[config.mk]
export PLATFORM = sky130hd
export DESIGN_NAME = wb_flush_ctrl
export DESIGN_NICKNAME = d
export VERILOG_FILES = /design/src/rtl/wb_flush_ctrl.sv
export SDC_FILE = /design/constraint.sdc
export NUM_CORES = 1
export LEC_CHECK = 0
export BUFFER_PORTS_ARGS = -buffer_cell sky130_fd_sc_hd__buf_2
export CAP_MARGIN = 40
export CORE_MARGIN = 3
export CORE_UTILIZATION = 40
export DETAILED_ROUTE_END_ITERATION = 10
export PLACE_DENSITY = 0.71
export SLEW_MARGIN = 15
export SYNTH_ARGS = -nofsm -noshare
export SYNTH_HDL_FRONTEND = slang
export SYNTH_SLANG_ARGS = --single-unit
export TNS_END_PERCENT = 1
[constraint.sdc]
create_clock -name clk -period 2.4 [get_ports clk]
set_clock_uncertainty 0.2 [all_clocks]
set_input_delay 0.24 -clock clk [delete_from_list [all_inputs] [get_ports clk]]
set_output_delay 0.24 -clock clk [all_outputs]
set_load 0.1 [all_outputs]
[src/rtl/wb_flush_ctrl.sv]
// wb_flush_ctrl: trap / ertn sequencer sitting behind the WB stage.
//
// A trap or ertn retiring in WB is captured. The controller then pulses a single
// commit to the CSR file and holds a global flush for FLUSH_CYCLES cycles. After
// that it offers the redirect target (EENTRY for a trap, ERA for ertn) to IF over
// a valid/ready handshake. Only one event is handled at a time, so each trap
// produces exactly one redirect.
//
// Ports:
//   clk, rst                      clock, synchronous active-high reset
//   wb_valid, wb_ex, ertn_in      WB retire qualifiers
//   wb_pc, wb_ecode, wb_esubcode  trap information from WB
//   wb_vaddr                      faulting address (BADV source)
//   csr_eentry, csr_era           redirect target sources
//   redirect_ready                IF accepts the redirect
//   flush, busy                   pipeline kill / controller active
//   ex_commit, ertn_commit        one-cycle CSR update pulses
//   ex_pc, ex_ecode, ex_esubcode  captured trap information
//   ex_vaddr                      captured faulting address
//   redirect_valid, redirect_pc   redirect offer to IF
module wb_flush_ctrl #(
  parameter int unsigned FLUSH_CYCLES = 2
) (
  input  logic        clk,
  input  logic        rst,
  input  logic        wb_valid,
  input  logic        wb_ex,
  input  logic        ertn_in,
  input  logic [31:0] wb_pc,
  input  logic [5:0]  wb_ecode,
  input  logic [8:0]  wb_esubcode,
  input  logic [31:0] wb_vaddr,
  input  logic [31:0] csr_eentry,
  input  logic [31:0] csr_era,
  input  logic        redirect_ready,
  output logic        flush,
  output logic        busy,
  output logic        ex_commit,
  output logic [31:0] ex_pc,
  output logic [5:0]  ex_ecode,
  output logic [8:0]  ex_esubcode,
  output logic [31:0] ex_vaddr,
  output logic        ertn_commit,
  output logic        redirect_valid,
  output logic [31:0] redirect_pc
);

  localparam int unsigned CntW = $clog2(FLUSH_CYCLES + 1);

  typedef enum logic [1:0] {StIdle, StFlush, StRedir} state_e;

  state_e          state;
  logic [CntW-1:0] cnt;
  logic [31:0]     target;
  logic            trigger;

  assign trigger = wb_valid & (wb_ex | ertn_in);

  always_ff @(posedge clk) begin
    if (rst) begin
      state          <= StIdle;
      cnt            <= '0;
      target         <= '0;
      flush          <= 1'b0;
      busy           <= 1'b0;
      ex_commit      <= 1'b0;
      ertn_commit    <= 1'b0;
      ex_pc          <= '0;
      ex_ecode       <= '0;
      ex_esubcode    <= '0;
      ex_vaddr       <= '0;
      redirect_valid <= 1'b0;
      redirect_pc    <= '0;
    end else begin
      // Commit pulses last a single cycle.
      ex_commit   <= 1'b0;
      ertn_commit <= 1'b0;
      unique case (state)
        StIdle: begin
          if (trigger) begin
            ex_pc       <= wb_pc;
            ex_ecode    <= wb_ecode;
            ex_esubcode <= wb_esubcode;
            ex_vaddr    <= wb_vaddr;
            // An exception outranks a simultaneous ertn.
            target      <= wb_ex ? csr_eentry : csr_era;
            ex_commit   <= wb_ex;
            ertn_commit <= ~wb_ex;
            cnt         <= CntW'(FLUSH_CYCLES - 1);
            flush       <= 1'b1;
            busy        <= 1'b1;
            state       <= StFlush;
          end
        end
        StFlush: begin
          if (cnt == '0) begin
            redirect_valid <= 1'b1;
            redirect_pc    <= target;
            state          <= StRedir;
          end else begin
            cnt <= cnt - 1'b1;
          end
        end
        StRedir: begin
          if (redirect_valid && redirect_ready) begin
            redirect_valid <= 1'b0;
            flush          <= 1'b0;
            busy           <= 1'b0;
            state          <= StIdle;
          end
        end
        default: state <= StIdle;
      endcase
    end
  end

endmodule

==> impl_metrics.ini, run 1 <==
[timing]
setup_tns_ns = 0
relSlewSlack = 0.553
finalHoldViolCount = 0
finalCritPeriodShare = 0.790
tightestPinTransition_ns = 0.670
final-setup-viol-count = 0
post-route-min-period_ns = 1.90
max_freq_mhz = 528
slew_violations = 0
rsz0062_at_grt = no

[worst_setup_path]
crit_family = simple AND/OR/NAND/NOR gates
crit_path_max_incr_delay_ns = 0.44
crit_type = flop to flop
path_cells = nor3b_4 > and2_4 > buf_12 > o21ai_0
endpoint_kind = flop
arrival_ns = 1.97
critPathLaunchType = flop
critPathBufInv = 1
cp_slowest_cell = and2_4
critPathMaxFanout = 49
crit_required_ns = 2.48

[floorplanning]
placementRows = 45
die_area_um2 = 17700
boundaryPins = 265
fp.dieH_um = 133
die_w_um = 133
core_um2 = 15500
initial_core_util = 0.416

[grt]
overflow = 0
grt_pass1_wl_mm = 30.5
grt_max_degree = 113
grt_use_total = 0.210
first_global_vias = 5938
antenna_found_initial = 1

[status]
status = finished, final reports clean

[clock_tree]
root_buffer = clkbuf_16
hold_buffers = 91
post_cts_buffers = 0
clkTransAtPathRegs_ns = 0.06
cts_sinks = 151
cts_tree = yes
clock_latency_ns = 0.41
clk_path_buf_depth = 2
cts.htree.levels = 4
cts_resized = 0
numCtsBuffers = 17

[synth]
synth.distinct_cells = 30
synth.cell_area_um2 = 6440
synthArstFlopShare = 0
avgSynthCellArea_um2 = 9.42
ys_ff_latch = 151
synthFlopType = dfxtp_1
yosysSeqAreaShare = 0.469
synth-edff-count = 0
synth_warnings = 0
syn_inst = 684
synth_fp_nets = 835

[cells_and_area]
multi_input_area_um2 = 3060
fillCellCount = 1238
nNetsFinal = 1148
finalNonFillerCells = 1220
drive_above_1_share = 0.339
syn2layout_area_growth_pct = 45.9
fin_area_um2 = 9400
register_area_um2 = 3020

[power]
p_per_area_nw_per_um2 = 790
p_leak_nw = 3.96
ir_worst_vdd_v = 0.000484

[drt]
drc = 0
drtIter0Drc = 400
vias_per_cell = 5.08
drt-pass1-iter-count = 5
vias = 6203
wl_per_cell_um = 15.8
wl_mm = 19.3
ant_nets = 0

[placement]
post-dp-hpwl_mm = 11.7
placedCellCount = 1098
gp_congestion = 0.757
dpl-instance-area_um2 = 7870
io_buffers = 264

[min_path]
hold_class = input port to flop

[flow_run]
cap_violations = 0
==> cell usage after synthesis, types with 2 or more instances <==
cell | n | area [um^2]
nand2_1 | 68 | 255
nor3b_1 | 2 | 15.0
ha_1 | 2 | 25.0
o21ai_1 | 9 | 45.0
mux2i_1 | 32 | 320
buf_4 | 3 | 22.5
clkbuf_1 | 40 | 150
dfxtp_1 | 151 | 3020
buf_6 | 8 | 90.1
a211oi_1 | 2 | 15.0
buf_1 | 15 | 56.3
o21ai_0 | 71 | 355
inv_1 | 2 | 7.51
nor2_1 | 3 | 11.3
nand2b_1 | 80 | 500
a21oi_1 | 67 | 335
nand4b_1 | 79 | 692
a211oi_2 | 31 | 388
buf_2 | 8 | 40.0
==> cell type report <==
class,count,share of cell area
multi-input combinational,457,0.326
sequential,151,0.321
timing repair buffer,368,0.258
clock buffer,19,0.0471
tap,211,0.0281
clock inverter,11,0.0188
inverter,2,0.000798
antenna,1,0.000266
==> stage by stage <==
stage	util	power, mW	hold WS, ns	setup slack [ns]
after floorplan	-	4.19	0.136	0.592
after global placement	0.508	4.56	0.237	0.589
after detailed placement	0.508	4.57	0.242	0.537
after CTS	0.607	7.48	0.000306	0.532
after global routing	0.607	7.72	0.0147	0.405
final	0.607	7.43	0.0141	0.504
==> worst register-to-register path, delay by kind of cell (launching register included) <==
family                 cells  cell delay [ns]
AO/OA/AOI/OAI              1             0.19
flip-flops                 1             0.38
AND/OR/NAND/NOR            2             0.71
buffers and inverters      1             0.27
==> cells in the final DEF, fill, tap and decap left out, drive strengths merged, types with 2 or more instances in the layout <==
cell type    instances
a21oi               67
clkinv               3
clkinvlp             4
ha                   2
nand2b              80
buf                277
dlygate4sd3         91
clkbuf              19
nor3b                3
o21ai               80
nor2                 3
a211oi              33
inv                  2
dfxtp              151
nand2               68
bufinv               4
mux2i               32
nand4b              79
==> metal layers <==
metal / GRT usage / up-vias / part of all wire
met1: 0.275 / 2873 / 0.44
met5: 0 / - / 0
met3: 0.0517 / 28 / 0.073
met4: 0.0722 / 0 / 0.017
met2: 0.339 / 254 / 0.47
li1: - / 3048 / -
==> logic make-up after synthesis <==
| group | count (synthesis) | synth area share |
|---|---|---|
| mux | 32 | 0.0497 |
| buf+inv | 76 | 0.0569 |
| compound gates | 183 | 0.182 |
| simple gates | 240 | 0.239 |
| fa+ha+maj | 2 | 0.00388 |
| flops | 151 | 0.469 |
==> sequential cells by signal, indices dropped and copies added, names as in the netlist <==
signal and flops:
redirect_pc 32, redirect_valid 1, ex_commit 1, busy 1
ex_esubcode 9, ex_pc 32, cnt 2, target 32
ertn_commit 1, ex_vaddr 32, ex_ecode 6, state 2
==> power breakdown <==
| part | leakage (nW) | switching, mW | internal (mW) |
|---|---|---|---|
| clock network | 0.287 | 1.03 | 1.76 |
| logic | 2.44 | 1.36 | 0.509 |
| registers | 1.24 | 0.0969 | 2.68 |
==> final timing paths <==
| kind | startpoint | to | slack [ns] | cells after the start |
|---|---|---|---|---|
| min | csr_eentry[13] | target[13]$_SDFFE_PP0P_ | 0.01 | 3 |
| max reg2reg | state[1]$_SDFFE_PP0P_ | ex_pc[7]$_SDFFE_PP0P_ | 0.50 | 4 |
| max | state[1]$_SDFFE_PP0P_ | ex_pc[7]$_SDFFE_PP0P_ | 0.50 | 4 |
| min reg2reg | target[3]$_SDFFE_PP0P_ | redirect_pc[3]$_SDFFE_PP0P_ | 0.24 | 2 |
No activity file was read; power rests on OpenSTA's default activity.
==> run 2, diff against run 1 <==
- clock period: 2.4 -> 1.8 ns (I/O delays scaled with it)
==> impl_metrics.ini, run 2 (same netlist as run 1, synthesis figures left out) <==
[cells_and_area]
finalNonFillerCells = 1291
layout_common_cells = 263 x buf_2, 151 x dfxtp_1, 145 x dlygate4sd3_1
nNetsFinal = 1217
syn2layout_area_growth_pct = 55.6
final_common_cell = buf_2
drive_above_1_share = 0.333

[drt]
drc = 0
vias = 6629
vias_per_cell = 5.13
drtIter0Drc = 361
ant_nets = 0
drt-pass1-iter-count = 5
wl_per_cell_um = 16.4
wl_mm = 21.1

[worst_setup_path]
r2r-end = cnt[0]$_SDFFE_PP0P_
critPathMaxFanout = 3
critPathLaunchType = flop
path_cells = buf_2
r2r_cells = 5
crit_family = buffers and inverters
crit_required_ns = 1.42
r2r_start = cnt[0]$_SDFFE_PP0P_
crit_path_max_incr_delay_ns = 0.47
arrival_ns = 1.30
cp_slowest_cell = buf_2
endpoint_kind = output pin
crit_type = flop to output pin
crit_cells = 1
critPathBufInv = 1
r2r_setup_slack_ns = 0.14

[timing]
slew_violations = 0
setup_tns_ns = 0
worst_slack_ns = 0.118
relSlewSlack = 0.635
tightestPinTransition_ns = 0.548
post-route-min-period_ns = 1.68
finalCritPeriodShare = 0.934
max_freq_mhz = 595
final-setup-viol-count = 0
finalHoldViolCount = 0
rsz0062_at_grt = no

[clock_tree]
cts_sinks = 151
clk_path_buf_depth = 2
numCtsBuffers = 17
cts_tree = yes
cts.htree.levels = 4
clkTransAtPathRegs_ns = 0.06
clock_latency_ns = 0.42
root_buffer = clkbuf_16

[min_path]
whs_endpoint = ex_vaddr[22]$_SDFFE_PP0P_
hold_class = input port to flop
hold_start = wb_valid
hold_depth = 4

[grt]
grt_use_total = 0.227
overflow = 0
antenna_found_initial = 2
grt_pass1_wl_mm = 33.0
grt_max_degree = 113
first_global_vias = 6560

[placement]
placedCellCount = 1108
post-dp-hpwl_mm = 11.9
io_buffers = 264
post-place-ws_ns = 0.0821
gp_congestion = 0.772

[floorplanning]
die_w_um = 133
placementRows = 45
initial_core_util = 0.416
fp.dieH_um = 133
boundaryPins = 265
die_area_um2 = 17700
core_um2 = 15500

[power]
p_clk_frac = 0.338
internal_power_mw = 6.21
seq_power_share = 0.383
p_per_area_nw_per_um2 = 964
total_power_mw = 9.67
ir_worst_vdd_v = 0.000648
p_comb_frac = 0.278
p_leak_nw = 4.25
p_sw_frac = 0.357
p_sw_mw = 3.46

[status]
status = finished, final reports clean

[flow_run]
cap_violations = 0
[run 2: power groups by stage]
| stage | combinational, mW | clock, mW | sequential (mW) |
|---|---|---|---|
| 6_report | 2.69 | 3.27 | 3.70 |
| 5_1_grt | 2.82 | 3.48 | 3.73 |
| 2_1_floorplan | 0.734 | 0 | 4.86 |
| 4_1_cts | 2.63 | 3.32 | 3.70 |
| 3_5_place_dp | 2.36 | 0 | 3.77 |
| 3_3_place_gp | 2.34 | 0 | 3.77 |
[run 2: worst max path at each step]
stage / to / start / slack (ns)
after floorplan: flush / busy$_SDFFE_PP0P_ / 0.05
after global placement: ex_commit$_SDFF_PP0_ / state[1]$_SDFFE_PP0P_ / 0.14
after detailed placement: target[5]$_SDFFE_PP0P_ / state[1]$_SDFFE_PP0P_ / 0.08
after CTS: target[5]$_SDFFE_PP0P_ / state[1]$_SDFFE_PP0P_ / 0.08
after global routing: cnt[0]$_SDFFE_PP0P_ / cnt[0]$_SDFFE_PP0P_ / 0.03
final: flush / busy$_SDFFE_PP0P_ / 0.12
[run 2: timing repair]
item / 4_1_cts / 5_1_grt
buffers inserted: 0 / 2
endpoints found under the setup margin: 0 / 3
hold buffers: 145 / 0
gates resized for setup: 0 / 1
endpoints found under the hold margin: 119 / 0
[run 2: per-stage QoR]
stage / hold slack [ns] / utilization / area [um^2]
3_3_place_gp: 0.176 / 0.516 / 7980
4_1_cts: 0.206 / 0.644 / 9980
5_1_grt: 0.198 / 0.648 / 10000
6_report: 0.190 / 0.648 / 10000
3_5_place_dp: 0.189 / 0.516 / 7980
2_1_floorplan: 0.0758 / - / 6440
[run 2: final cells by class]
class                      instances  area, um^2
antenna                            1        2.50
sequential                       151        3020
clock buffer                      19         443
inverter                           2        7.51
multi-input combinational        458        3070
fill                            1163        5460
clock inverter                    13        97.6
timing repair buffer             436        3120
tap                              211         264
[run 2: metal layers]
layer / share of wire / track usage
met3: 0.069 / 0.0555
met2: 0.49 / 0.382
met4: 0.022 / 0.0878
met5: 0.00062 / 0
met1: 0.42 / 0.279
==> run 3, diff against run 2 <==
- RECOVER_POWER: default -> 50
==> impl_metrics.ini, run 3 (same netlist as run 1, synthesis figures left out) <==
[worst_setup_path]
crit_family = buffers and inverters
crit_path_max_incr_delay_ns = 0.47
endpoint_kind = output pin
arrival_ns = 1.30
cp_slowest_cell = buf_2
r2r_setup_slack_ns = 0.14
critPathBufInv = 1
path_cells = buf_2
crit_type = flop to output pin
crit_required_ns = 1.42
r2r_cells = 5
critPathMaxFanout = 3
r2r_start = cnt[0]$_SDFFE_PP0P_
r2r-end = cnt[0]$_SDFFE_PP0P_
critPathLaunchType = flop
crit_start = busy$_SDFFE_PP0P_

[grt]
grt_use_total = 0.227
grt_pass1_wl_mm = 33.0
grtUsageMet3 = 0.0555
grt_use_met1 = 0.279
first_global_vias = 6560
antenna_found_initial = 2
use_met2 = 0.382
overflow = 0
busiest_layer = met2
grt_max_degree = 113

[cells_and_area]
finalNonFillerCells = 1291
finish.utilization = 0.642
drive_above_1_share = 0.319
layout_common_cells = 185 x buf_2, 151 x dfxtp_1, 145 x dlygate4sd3_1
final_common_cell = buf_2
fin_area_um2 = 9940
nNetsFinal = 1217
syn2layout_area_growth_pct = 54.2

[floorplanning]
placementRows = 45
die_w_um = 133
initial_core_util = 0.416
boundaryPins = 265
core_um2 = 15500
die_area_um2 = 17700
fp.dieH_um = 133

[placement]
post-place-ws_ns = 0.0821
dpl-instance-area_um2 = 7980
io_buffers = 264
gp_congestion = 0.772
placedCellCount = 1108
post-dp-hpwl_mm = 11.9

[clock_tree]
cts.htree.levels = 4
cts_tree = yes
clock_latency_ns = 0.41
clkTransAtPathRegs_ns = 0.06
numCtsBuffers = 17
clk_path_buf_depth = 2
root_buffer = clkbuf_16
cts_sinks = 151

[timing]
max_freq_mhz = 596
post-route-min-period_ns = 1.68
relSlewSlack = 0.616
finalHoldViolCount = 0
rsz0062_at_grt = no
finalCritPeriodShare = 0.933
setup_tns_ns = 0
tightestPinTransition_ns = 0.577
slew_violations = 0
final-setup-viol-count = 0
worst_slack_ns = 0.121
hold_slack_ns = 0.244

[drt]
drtIter0Drc = 377
ant_nets = 0
vias_per_cell = 5.14
vias = 6639
wl_mm = 21.1
wl_per_cell_um = 16.3
drt-pass1-iter-count = 4
drc = 0

[power]
p_per_area_nw_per_um2 = 967
p_leak_nw = 4.17
ir_worst_vdd_v = 0.000643
total_power_mw = 9.61

[min_path]
hold_class = input port to flop
hold_depth = 4
hold_start = ertn_in
whs_endpoint = target[29]$_SDFFE_PP0P_

[flow_run]
cap_violations = 0

[status]
status = finished, final reports clean
==> run 3: cell types whose count changed in the layout (fill, tap and decap cells not counted), moves of 2 or more <==
cell / delta
buf_2: -78
clkbuf_2: +78
a211oi_1: +15
a211oi_2: -15
o21ai_0: +2
o21ai_1: -2
==> run 3: area by class of cell <==
| type | count | area [um^2] |
|---|---|---|
| well taps | 211 | 264 |
| multi-input cells | 458 | 3000 |
| clock buffers | 19 | 443 |
| flip-flops and latches | 151 | 3020 |
| diodes | 1 | 2.50 |
| clock inverters | 13 | 97.6 |
| repair buffers | 436 | 3110 |
| inverters | 2 | 7.51 |
| fillers | 1175 | 5540 |
==> run 3: power breakdown <==
group / internal [mW] / switching (mW) / leakage, nW
registers: 3.58 / 0.130 / 1.24
logic: 0.800 / 1.84 / 2.67
clock network: 1.81 / 1.45 / 0.256
==> run 3: worst max path at each step <==
stage	endpoint	slack [ns]	depth (start not counted)
CTS	target[5]$_SDFFE_PP0P_	0.08	4
detailed placement	target[5]$_SDFFE_PP0P_	0.08	4
global placement	ex_commit$_SDFF_PP0_	0.14	4
floorplan	flush	0.05	1
finish	flush	0.12	1
global route	redirect_pc[31]$_SDFFE_PP0P_	0.02	6
==> run 3: what timing repair did <==
action	in CTS	in global routing
endpoints found under the hold margin	119	0
gates resized for setup	0	1
hold buffers	145	0
setup buffers	0	2
endpoints found under the setup margin	0	3
==> run 3: metal layers <==
layer	wire, um	share of wire
met1	8790	0.42
met4	474	0.022
met3	1420	0.067
met5	13	0.00062
met2	10400	0.49
